--- config.mk ---
export PLATFORM = sky130hd
export DESIGN_NAME = ste_dma_sound_fifo
export DESIGN_NICKNAME = d
export VERILOG_FILES = /design/src/rtl/dma_snd_pkg.sv /design/src/rtl/dma_snd_wordfifo.sv /design/src/rtl/ste_dma_sound_fifo.sv
export SDC_FILE = /design/constraint.sdc
export NUM_CORES = 1
export LEC_CHECK = 0
export ABC_CLOCK_PERIOD_IN_PS = 8750
export BUFFER_PORTS_ARGS = -buffer_cell sky130_fd_sc_hd__clkbuf_2
export CAP_MARGIN = 30
export CORE_UTILIZATION = 35
export CTS_CLUSTER_DIAMETER = 30
export DETAILED_ROUTE_END_ITERATION = 10
export GPL_TIMING_DRIVEN = 0
export PLACE_DENSITY = 0.53
export SLEW_MARGIN = 20
export SYNTH_ARGS = -nofsm -noshare
export SYNTH_HDL_FRONTEND = slang
export SYNTH_SLANG_ARGS = --single-unit
--- constraint.sdc ---
create_clock -name clk32 -period 8.75 [get_ports clk32]
set_clock_uncertainty 0.05 [all_clocks]
set_input_delay 0.4375 -clock clk32 [delete_from_list [all_inputs] [get_ports clk32]]
set_output_delay 0.4375 -clock clk32 [all_outputs]
set_load 0.05 [all_outputs]
--- src/rtl/dma_snd_pkg.sv ---
// Shared widths and helpers for the DMA-sound sample buffer.
//   SAMPLE_W    : width of one signed output sample
//   WORD_W      : width of one memory word
//   frame_bytes : bytes consumed per sample tick
//   lvl_w       : width of a word-level counter for a given depth
package dma_snd_pkg;

  localparam int unsigned SAMPLE_W = 8;
  localparam int unsigned WORD_W   = 16;

  // Mono, or a single channel, takes one byte per frame. Otherwise each channel takes one byte.
  function automatic int unsigned frame_bytes(input int unsigned channels, input logic mono);
    return (mono || channels == 1) ? 1 : channels;
  endfunction

  // A level counter must hold 0..depth inclusive.
  function automatic int unsigned lvl_w(input int unsigned depth);
    return $clog2(depth) + 1;
  endfunction

endpackage

--- src/rtl/dma_snd_wordfifo.sv ---
// Word storage for the DMA-sound buffer: one push and a 0..2 word pop per cycle.
// The three head words are exposed so that a frame starting mid-word can be unpacked.
//   i_clk, i_rst     : clock, synchronous active-high reset
//   i_flush          : empty the FIFO (dominates push/pop)
//   i_push, i_wdata  : write one word
//   i_pop_cnt        : number of head words to free this cycle
//   o_rd0..o_rd2     : head, head+1, head+2 words
//   o_level          : registered word count
//   o_level_nxt_c    : combinational word count after this cycle
module dma_snd_wordfifo
  import dma_snd_pkg::*;
#(
  parameter int unsigned DEPTH = 4
) (
  input  logic                    i_clk,
  input  logic                    i_rst,
  input  logic                    i_flush,
  input  logic                    i_push,
  input  logic [WORD_W-1:0]       i_wdata,
  input  logic [1:0]              i_pop_cnt,
  output logic [WORD_W-1:0]       o_rd0,
  output logic [WORD_W-1:0]       o_rd1,
  output logic [WORD_W-1:0]       o_rd2,
  output logic [lvl_w(DEPTH)-1:0] o_level,
  output logic [lvl_w(DEPTH)-1:0] o_level_nxt_c
);

  localparam int unsigned PW = $clog2(DEPTH);
  localparam int unsigned LW = lvl_w(DEPTH);

  logic [WORD_W-1:0] r_mem [DEPTH];
  logic [PW-1:0]     r_wptr;
  logic [PW-1:0]     r_rptr;

  // Pointers wrap naturally because DEPTH is a power of two.
  assign o_rd0 = r_mem[r_rptr];
  assign o_rd1 = r_mem[r_rptr + PW'(1)];
  assign o_rd2 = r_mem[r_rptr + PW'(2)];

  assign o_level_nxt_c = i_flush ? '0 : (o_level + LW'(i_push) - LW'(i_pop_cnt));

  // Pointer and level state.
  always_ff @(posedge i_clk) begin
    if (i_rst || i_flush) begin
      r_wptr  <= '0;
      r_rptr  <= '0;
      o_level <= '0;
    end else begin
      if (i_push) begin
        r_wptr <= r_wptr + PW'(1);
      end
      r_rptr  <= r_rptr + PW'(i_pop_cnt);
      o_level <= o_level_nxt_c;
    end
  end

  // Storage array, no reset needed.
  always_ff @(posedge i_clk) begin
    if (i_push && !i_flush && !i_rst) begin
      r_mem[r_wptr] <= i_wdata;
    end
  end

endmodule

--- src/rtl/ste_dma_sound_fifo.sv ---
// DMA-sound sample buffer. It requests words from the MCU, captures one word per
// SLOAD_N strobe and unpacks big-endian bytes into per-channel signed samples
// on every sample_tick.
//   clk32, res    : clock, synchronous active-high reset
//   enable        : playback enable, low flushes and idles
//   mono          : one byte per frame, replicated to all channels
//   sample_tick   : sample-rate strobe
//   SLOAD_N, MDIN : word-load strobe (active low) and memory data
//   SREQ          : word request to the MCU
//   sample        : CHANNELS signed bytes, channel 0 in [7:0]
//   sample_valid  : pulses when sample updates
//   level         : words stored
//   underrun      : sticky, tick with too few bytes
//   overrun       : sticky, load dropped while full
module ste_dma_sound_fifo
  import dma_snd_pkg::*;
#(
  parameter int unsigned DEPTH    = 4,
  parameter int unsigned CHANNELS = 2
) (
  input  logic                         clk32,
  input  logic                         res,
  input  logic                         enable,
  input  logic                         mono,
  input  logic                         sample_tick,
  input  logic                         SLOAD_N,
  input  logic [WORD_W-1:0]            MDIN,
  output logic                         SREQ,
  output logic [CHANNELS*SAMPLE_W-1:0] sample,
  output logic                         sample_valid,
  output logic [lvl_w(DEPTH)-1:0]      level,
  output logic                         underrun,
  output logic                         overrun
);

  localparam int unsigned LW = lvl_w(DEPTH);
  localparam int unsigned AW = LW + 1;

  logic                         r_sload_n_d;
  logic                         r_byte_idx;

  logic                         w_load_edge;
  logic [2:0]                   w_frame;
  logic [AW-1:0]                w_avail;
  logic                         w_tick_ok;
  logic                         w_tick_short;
  logic [2:0]                   w_consume;
  logic [1:0]                   w_pop_cnt;
  logic                         w_full;
  logic                         w_push;
  logic                         w_drop;
  logic [WORD_W-1:0]            w_rd0;
  logic [WORD_W-1:0]            w_rd1;
  logic [WORD_W-1:0]            w_rd2;
  logic [LW-1:0]                w_level_nxt;
  logic [4*SAMPLE_W-1:0]        w_shift;
  logic [CHANNELS*SAMPLE_W-1:0] w_smp;
  logic                         w_unused;

  // One capture per strobe: only the high-to-low transition counts.
  assign w_load_edge = !SLOAD_N && r_sload_n_d;

  assign w_frame      = 3'(frame_bytes(CHANNELS, mono));
  assign w_avail      = {level, 1'b0} - AW'(r_byte_idx);
  assign w_tick_ok    = enable && sample_tick && (w_avail >= AW'(w_frame));
  assign w_tick_short = enable && sample_tick && (w_avail <  AW'(w_frame));

  // Byte position after the frame: whole words crossed are freed, the LSB is the new byte_idx.
  assign w_consume = {2'b00, r_byte_idx} + w_frame;
  assign w_pop_cnt = w_tick_ok ? w_consume[2:1] : 2'd0;

  // A full FIFO still accepts a word when the same cycle frees one.
  assign w_full = (level == LW'(DEPTH));
  assign w_push = enable && w_load_edge && (!w_full || (w_pop_cnt != 2'd0));
  assign w_drop = enable && w_load_edge && w_full && (w_pop_cnt == 2'd0);

  dma_snd_wordfifo #(
    .DEPTH (DEPTH)
  ) u_wordfifo (
    .i_clk         (clk32),
    .i_rst         (res),
    .i_flush       (!enable),
    .i_push        (w_push),
    .i_wdata       (MDIN),
    .i_pop_cnt     (w_pop_cnt),
    .o_rd0         (w_rd0),
    .o_rd1         (w_rd1),
    .o_rd2         (w_rd2),
    .o_level       (level),
    .o_level_nxt_c (w_level_nxt)
  );

  // Big-endian byte window starting at the next unconsumed byte. A 4-byte frame that starts
  // on a low byte spans three words.
  assign w_shift = r_byte_idx ? {w_rd0[7:0], w_rd1, w_rd2[15:8]} : {w_rd0, w_rd1};

  // Frame byte k feeds channel k. Mono feeds frame byte 0 to every channel.
  for (genvar k = 0; k < int'(CHANNELS); k++) begin : g_chan
    assign w_smp[k*SAMPLE_W +: SAMPLE_W] =
      mono ? w_shift[4*SAMPLE_W-1 -: SAMPLE_W]
           : w_shift[4*SAMPLE_W-1-k*SAMPLE_W -: SAMPLE_W];
  end

  assign w_unused = ^{w_rd2[7:0], w_shift};

  // Edge register, unpack state, request and sticky flags.
  always_ff @(posedge clk32) begin
    if (res) begin
      r_sload_n_d  <= 1'b1;
      r_byte_idx   <= 1'b0;
      sample       <= '0;
      sample_valid <= 1'b0;
      SREQ         <= 1'b0;
      underrun     <= 1'b0;
      overrun      <= 1'b0;
    end else begin
      r_sload_n_d  <= SLOAD_N;
      sample_valid <= w_tick_ok;
      if (!enable) begin
        r_byte_idx <= 1'b0;
        SREQ       <= 1'b0;
        underrun   <= 1'b0;
        overrun    <= 1'b0;
      end else begin
        // Keep room for one word already in flight from the MCU.
        SREQ <= (w_level_nxt <= LW'(DEPTH - 2));
        if (w_tick_ok) begin
          sample     <= w_smp;
          r_byte_idx <= w_consume[0];
        end
        if (w_tick_short) begin
          underrun <= 1'b1;
        end
        if (w_drop) begin
          overrun <= 1'b1;
        end
      end
    end
  end

endmodule

==> results of run 1 <==
## cell type report
cell class / count / area share, %
multi-input combinational: 168 / 31.28
sequential: 93 / 50.40
clock buffer: 9 / 4.536
clock inverter: 7 / 1.462
buffer: 17 / 2.167
timing repair buffer: 52 / 5.796
inverter: 10 / 0.7560
tap: 143 / 3.604
## sequential cells by signal (all words and copies together) (netlist names), 2 cells and up
register	cells
u_wordfifo.r_rptr	2
u_wordfifo.r_mem	64
u_wordfifo.r_wptr	2
u_wordfifo.o_level	3
sample	16
## per-layer routing
| metal | track usage (%) | vias to the layer above | share of wire, % |
|---|---|---|---|
| met5 | 0 | - | 0 |
| met4 | 5.405 | 0 | 1.4 |
| met3 | 3.773 | 7 | 3.9 |
| met1 | 20.13 | 1217 | 48 |
| met2 | 22.54 | 49 | 46 |
| li1 | - | 1233 | - |
## critical path, cell delays in order, from the launching register on
cell and delay (ps):
dfxtp_1 460, inv_1 80, ha_1 280, inv_1 40
ha_1 270, nor2b_1 170, nor3_2 100, a31oi_4 310
buf_4 250, nor2b_1 290, ha_1 280, inv_1 60
ha_1 120, inv_1 40, fa_1 370, xnor2_1 140
xnor2_1 140, and2_1 160
## per-stage QoR
stage	hold slack, ps	instances	utilization [%]
after floorplan	420.9	288	-
after global placement	401.4	475	39.77
after detailed placement	406.8	483	40.53
after CTS	243.6	499	43.11
after global routing	251.3	499	43.11
final	252.3	499	43.11
## final timing paths
check / endpoint / cells after the start
max reg2reg: u_wordfifo.o_level[2] / 17
min: r_sload_n_d / 2
max: u_wordfifo.o_level[2] / 17
min reg2reg: overrun / 1
## report_power, final
group,internal [mW],switching [mW],total (mW),leakage (nW)
logic,0.0351,0.0704,0.106,0.788
registers,0.480,0.00591,0.486,0.814
clock network,0.223,0.167,0.391,0.150
total,0.739,0.243,0.982,1.75
## Yosys cell counts (2+ instances only)
cell,instances,area (sq um)
o22ai_1,6,37.54
a21oi_1,9,45.04
or2_2,2,12.51
and2_1,4,25.02
buf_1,2,7.510
buf_2,2,10.01
a22oi_1,6,45.04
xor2_1,2,17.52
nand2_1,11,41.29
nor3b_1,6,45.04
ha_1,12,150.1
a311oi_2,5,75.07
buf_6,3,33.78
nor2_1,19,71.32
a211oi_1,6,45.04
buf_4,5,37.54
inv_1,10,37.54
clkbuf_1,5,18.77
o21ai_0,7,35.03
dfxtp_1,29,580.6
nor3_1,2,10.01
mux2i_1,19,190.2
a211oi_2,3,37.54
nor2b_1,7,43.79
xnor2_1,2,17.52
edfxtp_1,64,1922
nand3_1,2,10.01
mux4_2,16,360.4
nand2b_1,3,18.77
## logic make-up after synthesis
family	after synthesis	share of synthesized area, %
multiplexers	36	13.44
flip-flops	93	59.86
adder cells (fa/ha/maj)	13	4.071
AO/OA/AOI/OAI	53	10.09
XOR/XNOR	5	1.227
buffers and inverters	27	3.472
AND/OR/NAND/NOR	61	7.842
==> impl_metrics.yaml, run 1 <==
routing:
  dr.pass1.iters: 7
  postRouteAntennaNets: 0
  drc: 10
  num_vias: 2506
  drt_iter0_markers: 135
  finalWirelength_microns: 8516
  avgRoutedWirePerCell_microns: 17.07
  viasPerCell: 5.022
cts:
  cts.sinks: 93
  cts_root_buf: "clkbuf_16"
  path_clk_slew_ps: 70
  ctsResizeCount: 0
  insertion_delay_ps: 340
  cts_buffer_depth: 2
  ctsHoldBuffers: 0
  htree_levels: 3
  numCtsBuffers: 9
  postCtsSetupBuffers: 0
  cts_tree: "yes"
synthesis:
  ys_seq_area_share_pct: 59.86
  syn-mean-instance-area_sq_um: 14.51
  synth_edf_count: 64
  ys_types: 48
  syn_inst: 288
  synth_area_sq_um: 4180
  synth-warning-count: 0
  async_flop_share_pct: 0
  synth_top_flop_cell: "edfxtp_1"
  synthesis.nets: 323
  ys_seq_elements: 93
sta:
  period_share_pct: 42.46
  slew_headroom_pct: 55.80
  layout_min_cycle_time_ps: 3715
  rsz0062_at_grt: "false"
  tightest_slew_ps: 663.0
  tns_ps: 0
  hold_violations: 0
  setup_slack_ps: 5035
  fmax_ghz: 0.2692
  setup_viol: 0
  final-max-slew-violation-count: 0
layout:
  fin_nets: 386
  fin_area_sq_um: 4965
  multiInputGateArea_sq_um: 1553
  drive_above_1_share_pct: 31.46
  seq_area_sq_um: 2502
  final_cell_mix: "64 x edfxtp_1, 44 x clkbuf_2, 29 x dfxtp_1"
  fillers: 1075
  diodes: 0
  layout_commonest_cell: "edfxtp_1"
  syn_to_final_growth_pct: 18.77
worst_setup_path:
  cp-startpoint: "u_wordfifo.o_level[0]"
  crit_required_ps: 8940
  endpoint_kind: "flip-flop"
  worstPathArrival_ps: 3900
  rrSetupSlack_ps: 5030
  crit_path_start_kind: "flip-flop"
  r2r-start: "u_wordfifo.o_level[0]"
  path_class: "reg2reg"
  cp_max_fo: 10
hold_path:
  hp-class: "in2reg"
  hp-start: "SLOAD_N"
global_routing:
  track_usage_pct: 14.72
  grt_pass1_vias: 2510
  antenna_found_initial: 0
  overflow: 0
  grt_max_degree: 17
  grt_pass1_wl_microns: 13490
power_and_ir_drop:
  total_power_uw: 982.3
  power_density_nw_per_um2: 197.9
  leakagePower_nw: 1.751
  vdd_drop_max_v: 0.00007993
place:
  place_congestion: 0.7247
  placed_area_sq_um: 4667
  place_ws_ps: 5001
  dpl.hpwl_microns: 6345
  port_buffers: 44
job:
  drv_cap: 0
die:
  dieWidth_microns: 111.3
  rows: 39
  ios: 45
  die_area_sq_um: 12380
  initial_core_util_pct: 36.30
  fp.coreArea_sq_um: 11520
  dieHeight_microns: 111.3
status:
  violations: "DRC"
  outcome: "finished, violations left"
No activity file was read; power rests on OpenSTA's default activity.
==> run 2: changes to the inputs <==
Settings changed: ABC_CLOCK_PERIOD_IN_PS 8750 to 3500.
Clock period 8.75 ns to 3.5 ns, I/O delays scaled along.
==> run 2 against run 1 <==
Net effect: the run still ends with DRC left; cell count grew 2.4%; sequential power grew 150%; critical path type unchanged; clock power grew to 2.6 times the previous value; highest routed layer unchanged; combinational power grew to 2.7 times the previous value; largest power group unchanged.
==> impl_metrics.yaml, run 2 (synthesized netlist as in run 1, its figures left out) <==
place:
  dpl.hpwl_microns: 6722
  place_ws_ps: -88.37
  place_congestion: 0.7452
  placed_area_sq_um: 4674
  port_buffers: 44
  placed_cells: 483
job:
  drv_cap: 0
layout:
  drive_above_1_share_pct: 33.15
  fin_area_sq_um: 5125
  syn_to_final_growth_pct: 22.60
  final_cell_mix: "64 x edfxtp_1, 44 x clkbuf_2, 28 x dfxtp_1"
  fin_nets: 398
  regMostFlops: "u_wordfifo.r_mem"
  reg.largest.list: "u_wordfifo.r_mem: 64 flops, sample: 16 flops, u_wordfifo.o_level: 3 flops"
  largest_reg_flops: 64
  layout_commonest_cell: "edfxtp_1"
  diodes: 0
  stdcell_count: 511
routing:
  num_vias: 2567
  finalWirelength_microns: 8845
  wl_met1_microns: 4278
  drc: 18
  dr_wl_met2_microns: 4169
  wl_met3_microns: 246
  viasPerCell: 5.023
  avgRoutedWirePerCell_microns: 17.31
  route.top_layer_used: "met4"
  drt_iter0_markers: 135
  postRouteAntennaNets: 0
  dr.pass1.iters: 7
power_and_ir_drop:
  swShare_pct: 25.32
  power_frac_comb_pct: 11.4
  intPower_mw: 1.872
  power_density_nw_per_um2: 489.1
  power_switching_uw: 634.8
  p_clk_share_pct: 40.2
  leakagePower_nw: 1.812
  sequentialPowerShare_pct: 48.5
  vdd_drop_max_v: 0.0002064
status:
  violations: "DRC"
  outcome: "finished, violations left"
global_routing:
  track_usage_pct: 15.73
  grt_pass1_vias: 2630
  grt_pass1_wl_microns: 14460
  antenna_found_initial: 0
  overflow: 0
  grt_max_degree: 19
sta:
  final-max-slew-violation-count: 0
  hold_ws_ps: 5.597
  tightest_slew_ps: 686.1
  period_share_pct: 95.51
  tns_ps: 0
  layout_min_cycle_time_ps: 3343
  setup_viol: 0
  setup_slack_ps: 157.2
  slew_headroom_pct: 54.26
  hold_violations: 0
  fmax_ghz: 0.2992
worst_setup_path:
  crit_required_ps: 3690
  endpoint_kind: "flip-flop"
  crit_path_start_kind: "flip-flop"
  rrSetupSlack_ps: 160
  path_class: "reg2reg"
  crit_slowest_cell: "dfxtp_4"
  cp_max_fo: 10
  worstPathArrival_ps: 3530
  worstPathCellList: "inv_1 > ha_1 > inv_1 > ha_1 > nor2b_1 > nor3_2 > a31oi_4 > buf_6 > nor2b_2 > ha_1 > inv_1 > ha_1 > inv_1 > fa_2 > xnor2_2 > xnor2_1 > and2_1"
  cpPeakStageDelay_ps: 370
die:
  die_area_sq_um: 12380
  initial_core_util_pct: 36.30
  rows: 39
  ios: 45
  fp.coreArea_sq_um: 11520
  dieWidth_microns: 111.3
  dieHeight_microns: 111.3
cts:
  insertion_delay_ps: 340
  htree_levels: 3
  path_clk_slew_ps: 70
  numCtsBuffers: 9
  cts_buffer_depth: 2
  cts.sinks: 93
  cts_tree: "yes"
  cts_root_buf: "clkbuf_16"
hold_path:
  hp-class: "in2reg"
[run 2: cell types whose count changed in the layout (fill, tap and decap cells not counted), moves of 2 or more]
cell           previous run  this run
buf_4                    11        13
dlygate4sd3_1             0         8
buf_6                     5         7
clkinv_2                  2         0
[run 2: per-layer routing]
| layer | GRT usage [%] | up-vias |
|---|---|---|
| li1 | - | 1256 |
| met1 | 20.90 | 1256 |
| met2 | 24.88 | 47 |
| met3 | 3.663 | 8 |
| met4 | 6.216 | 0 |
| met5 | 0 | - |
[run 2: power by group through the flow]
stage / clock, mW / combinational [mW] / sequential [mW]
floorplan: 0 / 0.125 / 1.31
global placement: 0 / 0.264 / 1.24
detailed placement: 0 / 0.269 / 1.24
CTS: 1.03 / 0.282 / 1.22
global route: 1.07 / 0.308 / 1.22
finish: 1.01 / 0.285 / 1.21
[run 2: per-stage QoR]
stage               utilization [%]  power (mW)
floorplan                         -       1.431
global placement              39.80       1.504
detailed placement            40.59       1.509
CTS                           44.17       2.530
global route                  44.50       2.600
finish                        44.50       2.507
[run 2: layout make-up]
cell class	instances	area [sq um]
clock buffers	9	225.2
well taps	143	178.9
plain buffers	17	111.4
multi-input cells	168	1578
flip-flops and latches	93	2506
repair buffers	64	401.6
clock inverters	7	86.33
inverters	10	37.54
fillers	1057	6391
[run 2: timing repair]
item                                   4_1_cts  5_1_grt
gates cloned                                 0        0
setup buffers                                2        2
hold buffers                                 8        0
setup endpoints to repair                    2        2
resized for setup                            1        5
pin swaps                                    2        2
endpoints found under the hold margin       29        0
[run 2: final timing paths]
| check | start | endpoint | cells past startpoint |
|---|---|---|---|
| setup / recovery | u_wordfifo.o_level[0] | u_wordfifo.o_level[2] | 17 |
| hold / removal | MDIN[13] | u_wordfifo.r_mem[0][13] | 1 |
| setup reg to reg | u_wordfifo.o_level[0] | u_wordfifo.o_level[2] | 17 |
| hold reg to reg | overrun | overrun | 1 |
[run 2: worst max-delay path: cells and delay by family (launching register included)]
kind | cells | cell delay (ps)
fa+ha+maj | 5 | 1280
flops | 1 | 370
compound gates | 1 | 140
simple gates | 4 | 780
buf+inv | 5 | 360
xor+xnor | 2 | 280
==> run 3: changes to the inputs <==
Settings changed: ABC_AREA from default to 1.
==> run 3 against run 2 <==
Net effect: the flow now finishes without violations; total power fell by 1.8%; count of clock-buffer cells in the layout stayed put; setup slack improved by 170 ps; fmax rose by 5.4%; first-iteration DRC count increased by 47%; clock power about the same; critical path depth up 4; largest power group unchanged; highest routed layer unchanged.
==> impl_metrics.yaml, run 3 <==
sta:
  setup_slack_ps: 327.5
  tightest_slew_ps: 523.2
  hold_violations: 0
  period_share_pct: 90.64
  layout_min_cycle_time_ps: 3172
  hold_ws_ps: 10.98
  slew_headroom_pct: 64.93
  final-max-slew-violation-count: 0
  rsz0062_at_grt: "false"
  fmax_ghz: 0.3152
  tns_ps: 0
  setup_viol: 0
layout:
  layout_commonest_cell: "nand2_1"
  fin_nets: 555
  diodes: 0
  largest_reg_flops: 64
  regMostFlops: "u_wordfifo.r_mem"
  syn_to_final_growth_pct: 21.67
  drive_above_1_share_pct: 20.57
  reg.largest.list: "u_wordfifo.r_mem: 64 flops, sample: 16 flops, u_wordfifo.o_level: 3 flops"
  fin_area_sq_um: 5220
  final_cell_mix: "109 x nand2_1, 64 x edfxtp_1, 44 x clkbuf_2"
  stdcell_count: 672
  fin_util_pct: 43.64
place:
  placed_area_sq_um: 4775
  place_ws_ps: -7.213
  port_buffers: 44
  dpl.hpwl_microns: 7653
  place_congestion: 0.8083
  placed_cells: 644
routing:
  postRouteAntennaNets: 0
  drc: 0
  num_vias: 3225
  avgRoutedWirePerCell_microns: 15.43
  viasPerCell: 4.799
  drt_iter0_markers: 199
  dr.pass1.iters: 6
  finalWirelength_microns: 10370
power_and_ir_drop:
  total_power_mw: 2.462
  power_density_nw_per_um2: 471.7
  leakagePower_nw: 2.126
  vdd_drop_max_v: 0.0002296
worst_setup_path:
  crit_required_ps: 3690
  crit_path_start_kind: "flip-flop"
  endpoint: "SREQ"
  reg2regPathDepth: 21
  rrSetupSlack_ps: 330
  path_class: "reg2reg"
  crit_slowest_cell: "dfxtp_2"
  cp_max_fo: 5
  cp-startpoint: "u_wordfifo.o_level[0]"
  r2r-end: "SREQ"
  endpoint_kind: "flip-flop"
  cpPeakStageDelay_ps: 380
  worstPathCellList: "inv_1 > ha_1 > inv_1 > ha_1 > nand2_1 > nand2_1 > nor2_2 > nand4_2 > o211ai_1 > nand2_2 > nand2_4 > ha_1 > inv_1 > ha_1 > inv_1 > fa_1 > inv_1 > or2_2 > nand3_1 > o211ai_1 > inv_1"
  r2r-start: "u_wordfifo.o_level[0]"
  cpMostUsedCell: "inv_1"
  worstPathArrival_ps: 3360
cts:
  cts_buffer_depth: 2
  numCtsBuffers: 9
  htree_levels: 3
  cts_root_buf: "clkbuf_16"
  path_clk_slew_ps: 70
  cts_tree: "yes"
  insertion_delay_ps: 350
  cts.sinks: 93
hold_path:
  hp-class: "in2reg"
  hp-start: "MDIN[8]"
job:
  drv_cap: 0
die:
  dieWidth_microns: 112.7
  dieHeight_microns: 112.7
  ios: 45
  initial_core_util_pct: 35.87
  die_area_sq_um: 12700
  fp.coreArea_sq_um: 11960
  rows: 40
global_routing:
  grt_pass1_wl_microns: 16550
  antenna_found_initial: 0
  grt_max_degree: 18
  track_usage_pct: 17.49
  overflow: 0
  grt_pass1_vias: 3064
synthesis:
  syn-mean-instance-area_sq_um: 9.641
  synth_edf_count: 64
  synthesis.nets: 480
  syn_inst: 445
  synth-warning-count: 0
  ys_seq_elements: 93
  synth_area_leaders: "edfxtp_1 45%, dfxtp_1 14%, nand2_1 9.5%"
  ys_types: 31
  yosysTopAreaCell: "edfxtp_1"
  ys_seq_area_share_pct: 58.33
  yosysMostFrequentCell: "nand2_1"
  async_flop_share_pct: 0
  synthDominantCellAreaShare_pct: 44.79
  synth_area_sq_um: 4290
  ys_top_cells_by_count: "109 x nand2_1, 64 x edfxtp_1, 43 x inv_1"
  synth_top_flop_cell: "edfxtp_1"
status:
  outcome: "completed"
## run 3: worst min path at each step
| stage | to | slack [ps] | cells past startpoint |
|---|---|---|---|
| detailed placement | r_sload_n_d | 330 | 2 |
| CTS | u_wordfifo.r_mem[1][8] | 1 | 1 |
| global placement | r_sload_n_d | 330 | 2 |
| floorplan | sample[1] | 200 | 1 |
| global route | u_wordfifo.r_mem[0][1] | 5 | 1 |
| finish | u_wordfifo.r_mem[1][8] | 10 | 1 |
## run 3: layout make-up
class	count	area, sq um
Fill cell	1140	6741
Clock buffer	9	225.2
Tap cell	147	183.9
Timing Repair Buffer	66	415.4
Sequential cell	93	2505
Clock inverter	7	80.08
Multi-Input combinational cell	286	1490
Buffer	18	138.9
Inverter	46	181.4
## run 3: timing repair
item,in CTS,in global routing
gates resized for setup,0,5
pin swaps,0,2
cloned,0,0
buffers inserted,0,2
hold endpoints to repair,42,0
hold buffers,12,0
setup endpoints to repair,1,2
## run 3: kinds of logic after synthesis
kind of cell	share of synthesized area, %
simple gates	17.47
xor+xnor	0.6125
buf+inv	7.582
fa+ha+maj	3.966
compound gates	12.04
flops	58.33
## run 3: critical path: cells and delay by family, from the launching register on
family,cells,cell delay (ps)
flip-flops,1,380
AO/OA/AOI/OAI,2,270
AND/OR/NAND/NOR,8,800
buffers and inverters,6,320
adder cells (fa/ha/maj),5,1260
## run 3: report_power, final
| part | internal, mW | switching (mW) | total [mW] |
|---|---|---|---|
| combinational | 0.0812 | 0.179 | 0.260 |
| sequential | 1.20 | 0.0140 | 1.21 |
| clock | 0.563 | 0.426 | 0.989 |
| total | 1.84 | 0.619 | 2.46 |
## run 3: routing by layer
metal / share of wire [%] / GRT usage (%)
met5: 0 / 0
met4: 1.0 / 5.867
met3: 5.1 / 3.696
met2: 47 / 27.98
met1: 47 / 23.66
